### src/rtl/sf_camera_pkg.sv
// Shared definitions for the camera DMA sequencer: FSM encoding, address step
// and the status bit layout that the wishbone register slave exposes.
package sf_camera_pkg;

    typedef enum logic [2:0] {
        ST_IDLE      = 3'd0,
        ST_WAIT_FIFO = 3'd1,
        ST_READ      = 3'd2,
        ST_WRITE     = 3'd3,
        ST_RELEASE   = 3'd4,
        ST_DONE      = 3'd5
    } sf_state_e;

    localparam int SF_ADDR_STEP = 4;

    localparam int STAT_BUSY_BIT     = 0;
    localparam int STAT_DONE_BIT     = 1;
    localparam int STAT_INDEX_BIT    = 2;
    localparam int STAT_OVERFLOW_BIT = 3;
    localparam int STAT_ABORTED_BIT  = 4;
    localparam int STAT_WIDTH        = 5;

    function automatic logic [STAT_WIDTH-1:0] sf_pack_status(
        input logic busy,
        input logic done,
        input logic index,
        input logic overflow,
        input logic aborted
    );
        logic [STAT_WIDTH-1:0] s;
        s                    = '0;
        s[STAT_BUSY_BIT]     = busy;
        s[STAT_DONE_BIT]     = done;
        s[STAT_INDEX_BIT]    = index;
        s[STAT_OVERFLOW_BIT] = overflow;
        s[STAT_ABORTED_BIT]  = aborted;
        return s;
    endfunction

endpackage

### src/rtl/sf_camera_dma_ctrl.sv
// Moves camera ping-pong FIFO blocks into alternating frame buffers using
// single-word acknowledged memory writes; reports done/overflow/abort status.
module sf_camera_dma_ctrl
    import sf_camera_pkg::*;
#(
    parameter int ADDR_WIDTH = 32,
    parameter int SIZE_WIDTH = 24,
    parameter int ADDR_STEP  = SF_ADDR_STEP
) (
    input  logic                  clk,
    input  logic                  rst,
    input  logic                  i_start,
    input  logic                  i_enable,
    input  logic                  i_continuous,
    input  logic [31:0]           i_frame_words,
    input  logic [ADDR_WIDTH-1:0] i_base_addr0,
    input  logic [ADDR_WIDTH-1:0] i_base_addr1,
    input  logic                  i_clear_status,
    output logic                  o_busy,
    output logic                  o_frame_done,
    output logic                  o_frame_index,
    output logic                  o_overflow,
    output logic                  o_aborted,
    output logic [31:0]           o_words_written,
    input  logic                  i_rfifo_ready,
    output logic                  o_rfifo_activate,
    input  logic [SIZE_WIDTH-1:0] i_rfifo_size,
    output logic                  o_rfifo_strobe,
    input  logic [31:0]           i_rfifo_data,
    output logic                  o_mem_req,
    output logic [ADDR_WIDTH-1:0] o_mem_addr,
    output logic [31:0]           o_mem_data,
    input  logic                  i_mem_ack
);

    sf_state_e             state_q, state_d;
    logic                  buf_sel_q, buf_sel_d;
    logic [31:0]           frame_words_q, frame_words_d;
    logic [31:0]           words_q, words_d;
    logic [SIZE_WIDTH-1:0] remain_q, remain_d;
    logic [ADDR_WIDTH-1:0] addr_q, addr_d;
    logic [31:0]           data_q, data_d;
    logic                  req_q, req_d;
    logic                  activate_q, activate_d;
    logic                  strobe_q, strobe_d;
    logic                  settle_q, settle_d;
    logic                  busy_q, busy_d;
    logic                  done_q, done_d;
    logic                  index_q, index_d;
    logic                  overflow_q, overflow_d;
    logic                  aborted_q, aborted_d;
    logic                  aborting_q, aborting_d;

    logic                  abort_now;
    logic                  ovf_set;
    logic                  abort_set;
    logic                  frame_full;

    assign abort_now  = aborting_q | ~i_enable;
    assign frame_full = (words_q >= frame_words_q);

    always_comb begin
        state_d       = state_q;
        buf_sel_d     = buf_sel_q;
        frame_words_d = frame_words_q;
        words_d       = words_q;
        remain_d      = remain_q;
        addr_d        = addr_q;
        data_d        = data_q;
        req_d         = req_q;
        activate_d    = activate_q;
        strobe_d      = 1'b0;
        settle_d      = settle_q;
        busy_d        = busy_q;
        done_d        = 1'b0;
        index_d       = index_q;
        aborting_d    = aborting_q;
        ovf_set       = 1'b0;
        abort_set     = 1'b0;

        if (busy_q && !i_enable) begin
            aborting_d = 1'b1;
        end

        case (state_q)
            ST_IDLE: begin
                aborting_d = 1'b0;
                if (i_start && i_enable && (i_frame_words != '0)) begin
                    frame_words_d = i_frame_words;
                    addr_d        = buf_sel_q ? i_base_addr1 : i_base_addr0;
                    words_d       = '0;
                    busy_d        = 1'b1;
                    state_d       = ST_WAIT_FIFO;
                end
            end

            ST_WAIT_FIFO: begin
                if (abort_now) begin
                    busy_d     = 1'b0;
                    abort_set  = 1'b1;
                    aborting_d = 1'b0;
                    state_d    = ST_IDLE;
                end else if (i_rfifo_ready && !activate_q) begin
                    activate_d = 1'b1;
                    remain_d   = i_rfifo_size;
                    settle_d   = 1'b1;
                    state_d    = ST_READ;
                end
            end

            // settle_q inserts an idle cycle after every pop so FIFO data is stable
            ST_READ: begin
                if (settle_q) begin
                    settle_d = 1'b0;
                end else if (remain_q == '0) begin
                    state_d = ST_RELEASE;
                end else if (!frame_full && !abort_now) begin
                    data_d   = i_rfifo_data;
                    strobe_d = 1'b1;
                    req_d    = 1'b1;
                    state_d  = ST_WRITE;
                end else begin
                    strobe_d = 1'b1;
                    remain_d = remain_q - SIZE_WIDTH'(1);
                    settle_d = 1'b1;
                    ovf_set  = frame_full;
                end
            end

            ST_WRITE: begin
                if (i_mem_ack) begin
                    req_d    = 1'b0;
                    addr_d   = addr_q + ADDR_WIDTH'(ADDR_STEP);
                    words_d  = words_q + 32'd1;
                    remain_d = remain_q - SIZE_WIDTH'(1);
                    settle_d = 1'b1;
                    state_d  = ST_READ;
                end
            end

            ST_RELEASE: begin
                activate_d = 1'b0;
                if (words_q == frame_words_q) begin
                    state_d = ST_DONE;
                end else if (abort_now) begin
                    busy_d     = 1'b0;
                    abort_set  = 1'b1;
                    aborting_d = 1'b0;
                    state_d    = ST_IDLE;
                end else begin
                    state_d = ST_WAIT_FIFO;
                end
            end

            ST_DONE: begin
                done_d     = 1'b1;
                index_d    = buf_sel_q;
                buf_sel_d  = ~buf_sel_q;
                aborting_d = 1'b0;
                if (i_continuous && i_enable && (i_frame_words != '0)) begin
                    frame_words_d = i_frame_words;
                    addr_d        = buf_sel_q ? i_base_addr0 : i_base_addr1;
                    words_d       = '0;
                    state_d       = ST_WAIT_FIFO;
                end else begin
                    busy_d  = 1'b0;
                    state_d = ST_IDLE;
                end
            end

            default: begin
                state_d = ST_IDLE;
            end
        endcase

        // a set in the same cycle as a clear keeps the bit
        overflow_d = (overflow_q & ~i_clear_status) | ovf_set;
        aborted_d  = (aborted_q  & ~i_clear_status) | abort_set;
    end

    always_ff @(posedge clk or negedge rst) begin
        if (!rst) begin
            state_q       <= ST_IDLE;
            buf_sel_q     <= 1'b0;
            frame_words_q <= '0;
            words_q       <= '0;
            remain_q      <= '0;
            addr_q        <= '0;
            data_q        <= '0;
            req_q         <= 1'b0;
            activate_q    <= 1'b0;
            strobe_q      <= 1'b0;
            settle_q      <= 1'b0;
            busy_q        <= 1'b0;
            done_q        <= 1'b0;
            index_q       <= 1'b0;
            overflow_q    <= 1'b0;
            aborted_q     <= 1'b0;
            aborting_q    <= 1'b0;
        end else begin
            state_q       <= state_d;
            buf_sel_q     <= buf_sel_d;
            frame_words_q <= frame_words_d;
            words_q       <= words_d;
            remain_q      <= remain_d;
            addr_q        <= addr_d;
            data_q        <= data_d;
            req_q         <= req_d;
            activate_q    <= activate_d;
            strobe_q      <= strobe_d;
            settle_q      <= settle_d;
            busy_q        <= busy_d;
            done_q        <= done_d;
            index_q       <= index_d;
            overflow_q    <= overflow_d;
            aborted_q     <= aborted_d;
            aborting_q    <= aborting_d;
        end
    end

    assign o_busy           = busy_q;
    assign o_frame_done     = done_q;
    assign o_frame_index    = index_q;
    assign o_overflow       = overflow_q;
    assign o_aborted        = aborted_q;
    assign o_words_written  = words_q;
    assign o_rfifo_activate = activate_q;
    assign o_rfifo_strobe   = strobe_q;
    assign o_mem_req        = req_q;
    assign o_mem_addr       = addr_q;
    assign o_mem_data       = data_q;

endmodule
### config.mk
export PLATFORM = sky130hd
export DESIGN_NAME = sf_camera_dma_ctrl
export DESIGN_NICKNAME = d
export VERILOG_FILES = /design/src/rtl/sf_camera_pkg.sv /design/src/rtl/sf_camera_dma_ctrl.sv
export SDC_FILE = /design/constraint.sdc
export NUM_CORES = 1
export LEC_CHECK = 0
export CAP_MARGIN = 20
export CORE_MARGIN = 2
export CORE_UTILIZATION = 50
export CTS_CLUSTER_DIAMETER = 200
export DETAILED_ROUTE_END_ITERATION = 8
export MAX_ROUTING_LAYER = met4
export PLACE_DENSITY = 0.9
export SETUP_SLACK_MARGIN = 0.3
export SYNTH_ARGS = -nofsm -noshare
export SYNTH_HDL_FRONTEND = slang
export SYNTH_SLANG_ARGS = --single-unit
### constraint.sdc
create_clock -name clk -period 7.3 [get_ports clk]
set_input_delay 0.73 -clock clk [delete_from_list [all_inputs] [get_ports clk]]
set_output_delay 0.73 -clock clk [all_outputs]
set_load 0.01 [all_outputs]
==> impl_metrics.env, run 1 <==
export IMPL_numCtsBuffers=17
export IMPL_synth_nets=1274
export IMPL_wirelength_um=28590
export IMPL_placed_area_mm2=0.01255
export IMPL_power_mw=2.882
export IMPL_setup_viol=0
export IMPL_holdBufCountCts=0
export IMPL_num_vias=9436
export IMPL_endpoint="remain_q[23]"
export IMPL_total_leakage_power_nw=5.619
export IMPL_clk_pin_slew_ns=0.07
export IMPL_cp_data_required_time_ns=7.56
export IMPL_initial_core_util_pct=50.59
export IMPL_drc_errors=0
export IMPL_crit_type="reg2reg"
export IMPL_synth_fa_ha_area_share_pct=4.605
export IMPL_startpoint_type="flop"
export IMPL_core_mm2=0.01933
export IMPL_r2r_setup_slack_ns=3.37
export IMPL_fill_cells=1487
export IMPL_cts_resized=0
export IMPL_numClockSinks=166
export IMPL_pin_count=264
export IMPL_htree_levels=4
export IMPL_worst_slew_pin_slew_ns=1.101
export IMPL_crit_fanout=25
export IMPL_vdd_drop_max_v=0.0001637
export IMPL_worstPathArrival_ns=4.20
export IMPL_cpMaxStageDelayCell="o211ai_2"
export IMPL_clock_latency_ns=0.43
export IMPL_r2r_start="o_words_written[7]"
export IMPL_power_density_mw_per_mm2=219.6
export IMPL_track_usage_pct=28.79
export IMPL_finalCritPeriodShare_pct=53.90
export IMPL_max_freq_mhz=254.2
export IMPL_synthesis_area_mm2=0.009781
export IMPL_ctsRootBufferMaster="clkbuf_16"
export IMPL_nets=1504
export IMPL_synth_main_ff_cell="dfrtp_1"
export IMPL_postLayoutCellArea_mm2=0.01312
export IMPL_grt_pass1_wl_um=46040
export IMPL_synthSimpleGateAreaFrac_pct=17.03
export IMPL_grt_max_degree=95
export IMPL_r2r_cells=8
export IMPL_dieArea_mm2=0.02070
export IMPL_fin_worst_skew_ns=0.01467
export IMPL_layout_min_cycle_time_ns=3.934
export IMPL_area_delta_synth_final_pct=34.18
export IMPL_hold_class="in2async"
export IMPL_fp_dieW_um=143.9
export IMPL_synth_top_family_by_area="compound AO/OA/AOI/OAI gates"
export IMPL_multiInputGateArea_mm2=0.005077
export IMPL_via_per_inst=5.946
export IMPL_synthArstFlopShare_pct=100.0
export IMPL_postLayoutSetupSlackWorst_ns=3.366
export IMPL_cap_violations=0
export IMPL_clk_path_buf_depth=2
export IMPL_slew_headroom_pct=26.42
export IMPL_drive_above_1_share_pct=7.646
export IMPL_die_h_um=143.9
export IMPL_drt_initial_drc_count=808
export IMPL_first_pass_iters=5
export IMPL_cts_setup_buffers=0
export IMPL_outcome="finished clean"
export IMPL_regArea_mm2=0.004154
export IMPL_synth_edf_count=0
export IMPL_grt_pass1_vias=9123
export IMPL_ys_ff_latch=166
export IMPL_synth_seq_area_share_pct=42.47
export IMPL_r2r_end="remain_q[23]"
export IMPL_post_synth_cell_area_avg_um2=9.073
export IMPL_crit_start="o_words_written[7]"
export IMPL_antenna_found_initial=1
export IMPL_cp_end_kind="flop"
export IMPL_utilization_pct=67.88
export IMPL_drt_antenna_violating_nets=0
export IMPL_synthMuxAreaShare_pct=5.961
export IMPL_place_hpwl_um=20660
export IMPL_finalSetupTns_ns=0
export IMPL_numPortBuffers=263
export IMPL_max_stage_delay_ns=0.91
export IMPL_syn_inst=1078
export IMPL_crit_chain="ha_1 -> a21oi_1 -> o21ai_0 -> a211oi_1 -> a31oi_2 -> o211ai_2 -> and2_1 -> o22ai_1"
export IMPL_cts_tree="yes"
export IMPL_num_rows=51
export IMPL_routedWlPerCell_um=18.02
export IMPL_dp_worst_setup_slack_ns=3.345
export IMPL_synth_compound_area_share_pct=22.02
export IMPL_grt_overflow=0
export IMPL_ys_types=69
export IMPL_synth_warning_count=0
export IMPL_drv_slew=0
export IMPL_grt_setup_unrepaired="no"
export IMPL_hold_viol_final=0
export IMPL_synth_xor_area_share_pct=2.226
export IMPL_finalWeightedCongestion=0.8913
[layout by cell type (no fill, tap or decap), types with 13 or more instances in the layout]
master | synthesis | routed
inv_1 | 66 | 66
nor4_1 | 16 | 16
a31oi_1 | 25 | 25
nand2_1 | 89 | 89
clkbuf_16 | 0 | 17
nand4_1 | 22 | 22
o21ai_0 | 95 | 95
dfrtp_1 | 166 | 166
xor2_1 | 14 | 14
nor3_1 | 20 | 20
and3_1 | 23 | 23
nor2_1 | 95 | 93
mux2_4 | 29 | 29
a21oi_1 | 94 | 94
o22ai_1 | 26 | 26
nand3_1 | 29 | 29
o22a_1 | 13 | 13
a221oi_1 | 35 | 35
ha_1 | 36 | 36
clkdlybuf4s50_1 | 0 | 262
[per-layer routing]
metal | GRT usage [%] | wire [µm]
met1 | 35.59 | 11860
met2 | 46.39 | 13660
met3 | 6.798 | 2360
met4 | 10.32 | 708
met5 | - | 0
[power by group]
group / switching, mW / internal, mW / total [mW]
combinational: 0.379 / 0.385 / 0.763
sequential: 0.155 / 1.08 / 1.24
clock: 0.386 / 0.493 / 0.879
total: 0.920 / 1.96 / 2.88
[flip-flops by register name, summed over array words and instances (netlist names), 3 cells and up]
register	count
state_q	3
remain_q	24
o_mem_data	32
o_mem_addr	32
frame_words_q	32
o_words_written	32
[synth_stat cells, drive strengths merged, types with 4 or more instances]
cell / n / area (µm²)
nor2b: 5 / 31.28
buf: 23 / 151.4
inv: 67 / 251.5
nand2: 89 / 334.1
a22o: 6 / 52.55
mux2: 35 / 503.0
nand3: 29 / 145.1
and4: 4 / 35.03
ha: 36 / 450.4
xnor2: 10 / 95.10
o21ai: 96 / 480.5
o22ai: 26 / 162.7
xor2: 14 / 122.6
a21oi: 94 / 470.5
a31oi: 26 / 168.9
and3: 23 / 143.9
and2: 7 / 47.55
o22a: 13 / 113.9
nor4: 20 / 158.9
dfrtp: 166 / 4154
o31ai: 4 / 30.03
a221oi: 35 / 306.5
a22oi: 9 / 67.56
nand4: 24 / 162.7
clkbuf: 41 / 153.9
mux2i: 8 / 80.08
nor2: 97 / 369.1
or3: 7 / 43.79
nor3: 22 / 126.4
[worst min-delay path by stage]
stage                  endpoint           from  slack [ns]
6_report       frame_words_q[4]            rst        0.39
5_1_grt        frame_words_q[0]            rst        0.46
4_1_cts        frame_words_q[0]            rst        0.42
3_5_place_dp      o_mem_addr[1]  o_mem_addr[1]        0.47
3_3_place_gp          o_mem_req      o_mem_req        0.46
2_1_floorplan        aborting_q            rst        0.43
[metrics by stage]
step	hold WS, ns	cells
global route	0.4581	1587
finish	0.3917	1587
CTS	0.4210	1586
global placement	0.4591	1553
detailed placement	0.4738	1554
floorplan	0.4344	1078
[cells by family after synthesis]
kind of cell,after synthesis
xor gates and xnor gates,24
adders and majority gates,36
muxes,43
DFF,166
AOI/OAI and AO/OA,342
and+or+nand+nor,336
buffers and inverters,131
[worst max-delay path: cells and delay by family, from the launching register on]
kind / cells / cell delay, ns
flops: 1 / 0.45
compound gates: 6 / 2.07
fa+ha+maj: 1 / 0.37
simple gates: 1 / 0.87
[final cells by class]
class                   instances  share of cell area, %
inverters                      67                  1.916
clock buffers                  20                  3.480
clock inverters                12                 0.9057
multi-input cells             781                  38.69
diodes                          1                0.01907
well taps                     265                  2.526
repair buffers                275                  20.81
flip-flops and latches        166                  31.65
Note: power is estimated with default switching activity, not from simulation.
==> run 2, diff against run 1 <==
--- a/config.mk
+++ b/config.mk
@@ -7,11 +7,11 @@
 export LEC_CHECK = 0
 export CAP_MARGIN = 20
 export CORE_MARGIN = 2
-export CORE_UTILIZATION = 50
+export CORE_UTILIZATION = 49
 export CTS_CLUSTER_DIAMETER = 200
 export DETAILED_ROUTE_END_ITERATION = 8
 export MAX_ROUTING_LAYER = met4
-export PLACE_DENSITY = 0.9
+export PLACE_DENSITY = 0.89
 export SETUP_SLACK_MARGIN = 0.3
 export SYNTH_ARGS = -nofsm -noshare
 export SYNTH_HDL_FRONTEND = slang
==> constraint.sdc (replaced) <==
create_clock -name clk -period 3.9 [get_ports clk]
set_input_delay 0.39 -clock clk [delete_from_list [all_inputs] [get_ports clk]]
set_output_delay 0.39 -clock clk [all_outputs]
set_load 0.01 [all_outputs]
==> run 2 against run 1 <==
Net effect: first-iteration DRC count is 23% lower; critical endpoint is now remain_q[12]; non-clock buffer count is 4 higher; hold slack lost 0.32 ns; clock skew rose by 0.0014 ns; core utilization is 0.17 points lower; cell count grew 0.25%; via count down 0.76%; sequential cell count unchanged.
==> impl_metrics.env, run 2 (synthesis gave the netlist of run 1 again) <==
export IMPL_grt_max_degree=107
export IMPL_wirelength_um=28570
export IMPL_via_per_inst=5.886
export IMPL_crit_type="reg2reg"
export IMPL_power_internal_mw=3.808
export IMPL_layout_common_cells="clkdlybuf4s50_1, dfrtp_1, o21ai_0, a21oi_1, nor2_1"
export IMPL_first_pass_iters=7
export IMPL_track_usage_pct=27.66
export IMPL_initial_core_util_pct=50.09
export IMPL_hold_class="in2async"
export IMPL_numPortBuffers=263
export IMPL_max_freq_mhz=329.6
export IMPL_final_common_cell="clkdlybuf4s50_1"
export IMPL_cap_violations=0
export IMPL_utilization_pct=67.70
export IMPL_postLayoutCellArea_mm2=0.01322
export IMPL_die_h_um=145.3
export IMPL_setup_viol=0
export IMPL_antenna_found_initial=0
export IMPL_grt_setup_unrepaired="no"
export IMPL_ctsRootBufferMaster="clkbuf_16"
export IMPL_clkPwrFrac_pct=32.1
export IMPL_r2r_cells=10
export IMPL_grt_overflow=0
export IMPL_place_inst=1558
export IMPL_pin_count=264
export IMPL_layoutNonFillerInstCount=1591
export IMPL_outcome="finished clean"
export IMPL_power_density_mw_per_mm2=419.4
export IMPL_fin_worst_skew_ns=0.01610
export IMPL_comb_power_share_pct=26.1
export IMPL_pwr_share_seq_pct=41.7
export IMPL_r2r_start="o_words_written[26]"
export IMPL_clk_pin_slew_ns=0.07
export IMPL_drt_initial_drc_count=623
export IMPL_slew_headroom_pct=33.89
export IMPL_htree_levels=4
export IMPL_startpoint_type="flop"
export IMPL_p_switching_mw=1.737
export IMPL_numCtsBuffers=17
export IMPL_grt_pass1_vias=9080
export IMPL_nets=1508
export IMPL_place_hpwl_um=20690
export IMPL_num_rows=51
export IMPL_grt_pass1_wl_um=46660
export IMPL_drive_above_1_share_pct=8.000
export IMPL_vdd_drop_max_v=0.0002806
export IMPL_worst_slew_pin_slew_ns=0.9916
export IMPL_cts_resized=0
export IMPL_cp_data_required_time_ns=4.21
export IMPL_routedWlPerCell_um=17.96
export IMPL_numClockSinks=166
export IMPL_clk_path_buf_depth=2
export IMPL_finalWeightedCongestion=0.8893
export IMPL_cts_tree="yes"
export IMPL_r2r_setup_slack_ns=0.87
export IMPL_total_leakage_power_nw=5.677
export IMPL_worstPathArrival_ns=3.34
export IMPL_fp_dieW_um=145.3
export IMPL_core_mm2=0.01953
export IMPL_cp_end_kind="flop"
export IMPL_placed_area_mm2=0.01260
export IMPL_holdBufCountCts=0
export IMPL_drt_antenna_violating_nets=0
export IMPL_crit_fanout=25
export IMPL_area_delta_synth_final_pct=35.17
export IMPL_finalCritPeriodShare_pct=77.79
export IMPL_cts_setup_buffers=0
export IMPL_hold_viol_final=0
export IMPL_drc_errors=0
export IMPL_power_mw=5.545
export IMPL_drv_slew=0
export IMPL_num_vias=9364
export IMPL_clock_latency_ns=0.43
export IMPL_dieArea_mm2=0.02111
export IMPL_swShare_pct=31.33
export IMPL_r2r_end="remain_q[12]"
export IMPL_layout_min_cycle_time_ns=3.034
export IMPL_finalSetupTns_ns=0
-- run 2: cell types whose count changed in the layout (fill, tap and decap cells not counted) --
cell,change
bufinv_16,+2
clkinvlp_4,-3
buf_4,+3
inv_6,+1
buf_12,+2
nor2b_1,-1
nor2b_2,+1
buf_8,-1
-- run 2: worst max path at each step --
stage,from,end,slack (ns),cells past startpoint
5_1_grt,o_words_written[29],remain_q[9],0.71,10
4_1_cts,o_words_written[27],remain_q[13],0.88,10
2_1_floorplan,o_words_written[26],o_mem_data[10],1.45,10
3_5_place_dp,o_words_written[27],remain_q[13],0.89,10
3_3_place_gp,o_words_written[26],remain_q[12],0.92,10
6_report,o_words_written[26],remain_q[12],0.87,10
-- run 2: worst max-delay path: stages, from the launching register on --
cell,delay (ns)
dfrtp_1,0.45
ha_1,0.33
nand4_1,0.19
nor4_1,0.49
nor2_1,0.11
a31oi_2,0.31
o211ai_2,0.13
buf_4,0.25
and2_1,0.18
buf_4,0.22
o22a_1,0.24
-- run 2: per-layer routing --
metal | GRT usage (%) | vias to the layer above | wire length, µm
met1 | 35.34 | 4477 | 12090
met5 | - | - | 0
met3 | 6.730 | 36 | 2202
li1 | - | 4440 | -
met4 | 7.500 | 0 | 475
met2 | 44.27 | 411 | 13800
-- run 2: power by group through the flow --
stage               Sequential, mW  Clock, mW  Combinational (mW)
global placement              2.32          0                1.38
global route                  2.36       1.88                1.60
floorplan                     2.32          0               0.644
detailed placement            2.33          0                1.44
CTS                           2.31       1.81                1.45
finish                        2.31       1.78                1.45
-- run 2: layout make-up --
type | instances | area [µm²]
Multi-Input combinational cell | 781 | 5080
Antenna cell | 1 | 2.502
Sequential cell | 166 | 4154
Timing Repair Buffer | 279 | 2779
Tap cell | 265 | 331.6
Clock buffer | 20 | 456.7
Fill cell | 1546 | 6306
Inverter | 67 | 251.5
Clock inverter | 12 | 165.2
-- run 2: metrics by stage --
step | worst slack [ns] | hold WS [ns]
after detailed placement | 0.8857 | 0.4712
after CTS | 0.8783 | 0.1231
after global placement | 0.9181 | 0.4605
after global routing | 0.7137 | 0.1441
after floorplan | 1.449 | 0.09441
final | 0.8663 | 0.06838
==> run 3, diff against run 2 <==
--- a/config.mk
+++ b/config.mk
@@ -7,11 +7,11 @@
 export LEC_CHECK = 0
 export CAP_MARGIN = 20
 export CORE_MARGIN = 2
-export CORE_UTILIZATION = 49
+export CORE_UTILIZATION = 45
 export CTS_CLUSTER_DIAMETER = 200
 export DETAILED_ROUTE_END_ITERATION = 8
 export MAX_ROUTING_LAYER = met4
-export PLACE_DENSITY = 0.89
+export PLACE_DENSITY = 0.86
 export SETUP_SLACK_MARGIN = 0.3
 export SYNTH_ARGS = -nofsm -noshare
 export SYNTH_HDL_FRONTEND = slang
==> constraint.sdc (replaced) <==
create_clock -name clk -period 2.7 [get_ports clk]
set_input_delay 0.27 -clock clk [delete_from_list [all_inputs] [get_ports clk]]
set_output_delay 0.27 -clock clk [all_outputs]
set_load 0.01 [all_outputs]
==> run 3 against run 2 <==
Net effect: register-to-register slack worse by 0.70 ns; hold slack better by 0.28 ns; core utilization down 1.0 points; worst setup slack worse by 0.70 ns; sequential share of layout area down 1.9 points; clock-buffer cell count unchanged; total power up 52%; sequential cell count unchanged; cell area up 6.7%; via count up 5.8%; first-iteration DRC count up 78%; critical endpoint is now remain_q[11]; highest routed layer unchanged.
==> impl_metrics.env, run 3 (synthesis gave the netlist of run 1 again) <==
export IMPL_total_leakage_power_nw=6.088
export IMPL_hold_viol_final=0
export IMPL_place_inst=1623
export IMPL_drt_antenna_violating_nets=0
export IMPL_worstPathArrival_ns=2.85
export IMPL_max_freq_mhz=395.1
export IMPL_drive_above_1_share_pct=14.40
export IMPL_grt_pass1_wl_um=46930
export IMPL_grt_pass1_vias=9456
export IMPL_layoutNonFillerInstCount=1664
export IMPL_cap_violations=0
export IMPL_r2r_start="o_words_written[9]"
export IMPL_core_mm2=0.02115
export IMPL_clock_latency_ns=0.43
export IMPL_worst_slew_pin_slew_ns=0.7345
export IMPL_drv_slew=0
export IMPL_vdd_drop_max_v=0.0003880
export IMPL_cp_end_kind="flop"
export IMPL_routedWlPerCell_um=18.51
export IMPL_slew_headroom_pct=50.58
export IMPL_grt_overflow=0
export IMPL_holdWs_ns=0.3477
export IMPL_track_usage_pct=26.74
export IMPL_drc_errors=0
export IMPL_place_hpwl_um=22070
export IMPL_max_stage_delay_ns=0.39
export IMPL_postLayoutSetupSlackWorst_ns=0.1692
export IMPL_pin_count=264
export IMPL_grt_setup_unrepaired="yes"
export IMPL_dieArea_mm2=0.02293
export IMPL_cpMaxStageDelayCell="dfrtp_1"
export IMPL_cts_tree="yes"
export IMPL_numPortBuffers=263
export IMPL_numCtsBuffers=17
export IMPL_postLayoutCellArea_mm2=0.01410
export IMPL_placed_area_mm2=0.01315
export IMPL_htree_levels=4
export IMPL_hold_class="in2async"
export IMPL_cp_num_buf_inv=2
export IMPL_n_antenna_cell=0
export IMPL_area_delta_synth_final_pct=44.19
export IMPL_layout_min_cycle_time_ns=2.531
export IMPL_fin_worst_skew_ns=0.01018
export IMPL_critical_path_top_delay_family="simple AND/OR/NAND/NOR gates"
export IMPL_outcome="finished clean"
export IMPL_startpoint_type="flop"
export IMPL_antenna_found_initial=0
export IMPL_crit_start="o_words_written[9]"
export IMPL_num_rows=53
export IMPL_setup_viol=0
export IMPL_layout_common_cells="clkdlybuf4s50_1, dfrtp_1, o21ai_0, a21oi_1, nor2_1"
export IMPL_num_vias=9907
export IMPL_finalSetupTns_ns=0
export IMPL_dp_worst_setup_slack_ns=0.06102
export IMPL_fp_dieW_um=151.4
export IMPL_power_mw=8.405
export IMPL_die_h_um=151.4
export IMPL_multiInputGateArea_mm2=0.005315
export IMPL_ctsRootBufferMaster="clkbuf_16"
export IMPL_crit_type="reg2reg"
export IMPL_nets=1573
export IMPL_crit_fanout=12
export IMPL_finalWeightedCongestion=0.9301
export IMPL_initial_core_util_pct=46.24
export IMPL_clk_path_buf_depth=2
export IMPL_grt_max_degree=68
export IMPL_clk_pin_slew_ns=0.07
export IMPL_numClockSinks=166
export IMPL_final_common_cell="clkdlybuf4s50_1"
export IMPL_via_per_inst=5.954
export IMPL_wirelength_um=30800
export IMPL_cp_data_required_time_ns=3.01
export IMPL_utilization_pct=66.66
export IMPL_power_density_mw_per_mm2=596.0
export IMPL_regArea_mm2=0.004158
export IMPL_first_pass_iters=7
export IMPL_finalCritPeriodShare_pct=93.73
export IMPL_drt_initial_drc_count=1111
export IMPL_crit_chain="ha_1 -> nand4_1 -> buf_4 -> nor4_4 -> and2_4 -> nand4b_1 -> o211ai_2 -> and2_4 -> buf_12 -> o22a_1"
export IMPL_cp_common_cell="and2_4"
export IMPL_fill_cells=1586
[run 3: cell types whose count changed in the layout (fill, tap and decap cells not counted), moves of 3 or more]
cell / change
bufinv_16: +3
ha_4: +8
buf_4: +56
dfrtp_1: -3
ha_1: -8
dfrtp_2: +3
o22ai_2: +8
o22ai_1: -8
buf_12: +5
[run 3: worst paths after layout]
| path | endpoint | slack (ns) | depth (start not counted) |
|---|---|---|---|
| max | remain_q[11] | 0.17 | 10 |
| min | remain_q[22] | 0.35 | 2 |
| max reg2reg | remain_q[11] | 0.17 | 10 |
| min reg2reg | o_frame_index | 0.49 | 2 |
| max in group asynchronous | o_words_written[23] | 1.59 | 3 |
| min in group clk | frame_words_q[9] | 0.42 | 3 |
[run 3: power by group]
part | switching [mW] | internal, mW | total, mW
clock | 1.02 | 1.74 | 2.77
sequential | 0.396 | 2.93 | 3.33
combinational | 1.15 | 1.16 | 2.31
[run 3: layer usage]
layer	up-vias	track usage, %	wire length [µm]
met5	-	-	0
met4	0	9.159	588
met3	52	5.361	2574
met2	520	43.85	15070
met1	4783	33.12	12570
li1	4552	-	-
[run 3: final cells by class]
class | instances | area share [%]
multi-input combinational | 781 | 37.69
sequential | 166 | 29.48
timing repair buffer | 344 | 23.93
clock buffer | 20 | 3.096
tap | 275 | 2.440
inverter | 67 | 1.783
clock inverter | 11 | 1.579
[run 3: timing repair]
item,4_1_cts,5_1_grt
gates resized for setup,11,24
endpoints found under the hold margin,48,0
hold buffers,1,0
setup buffers,6,1
cloned,0,2
setup endpoints to repair,61,85
pin swaps,8,4
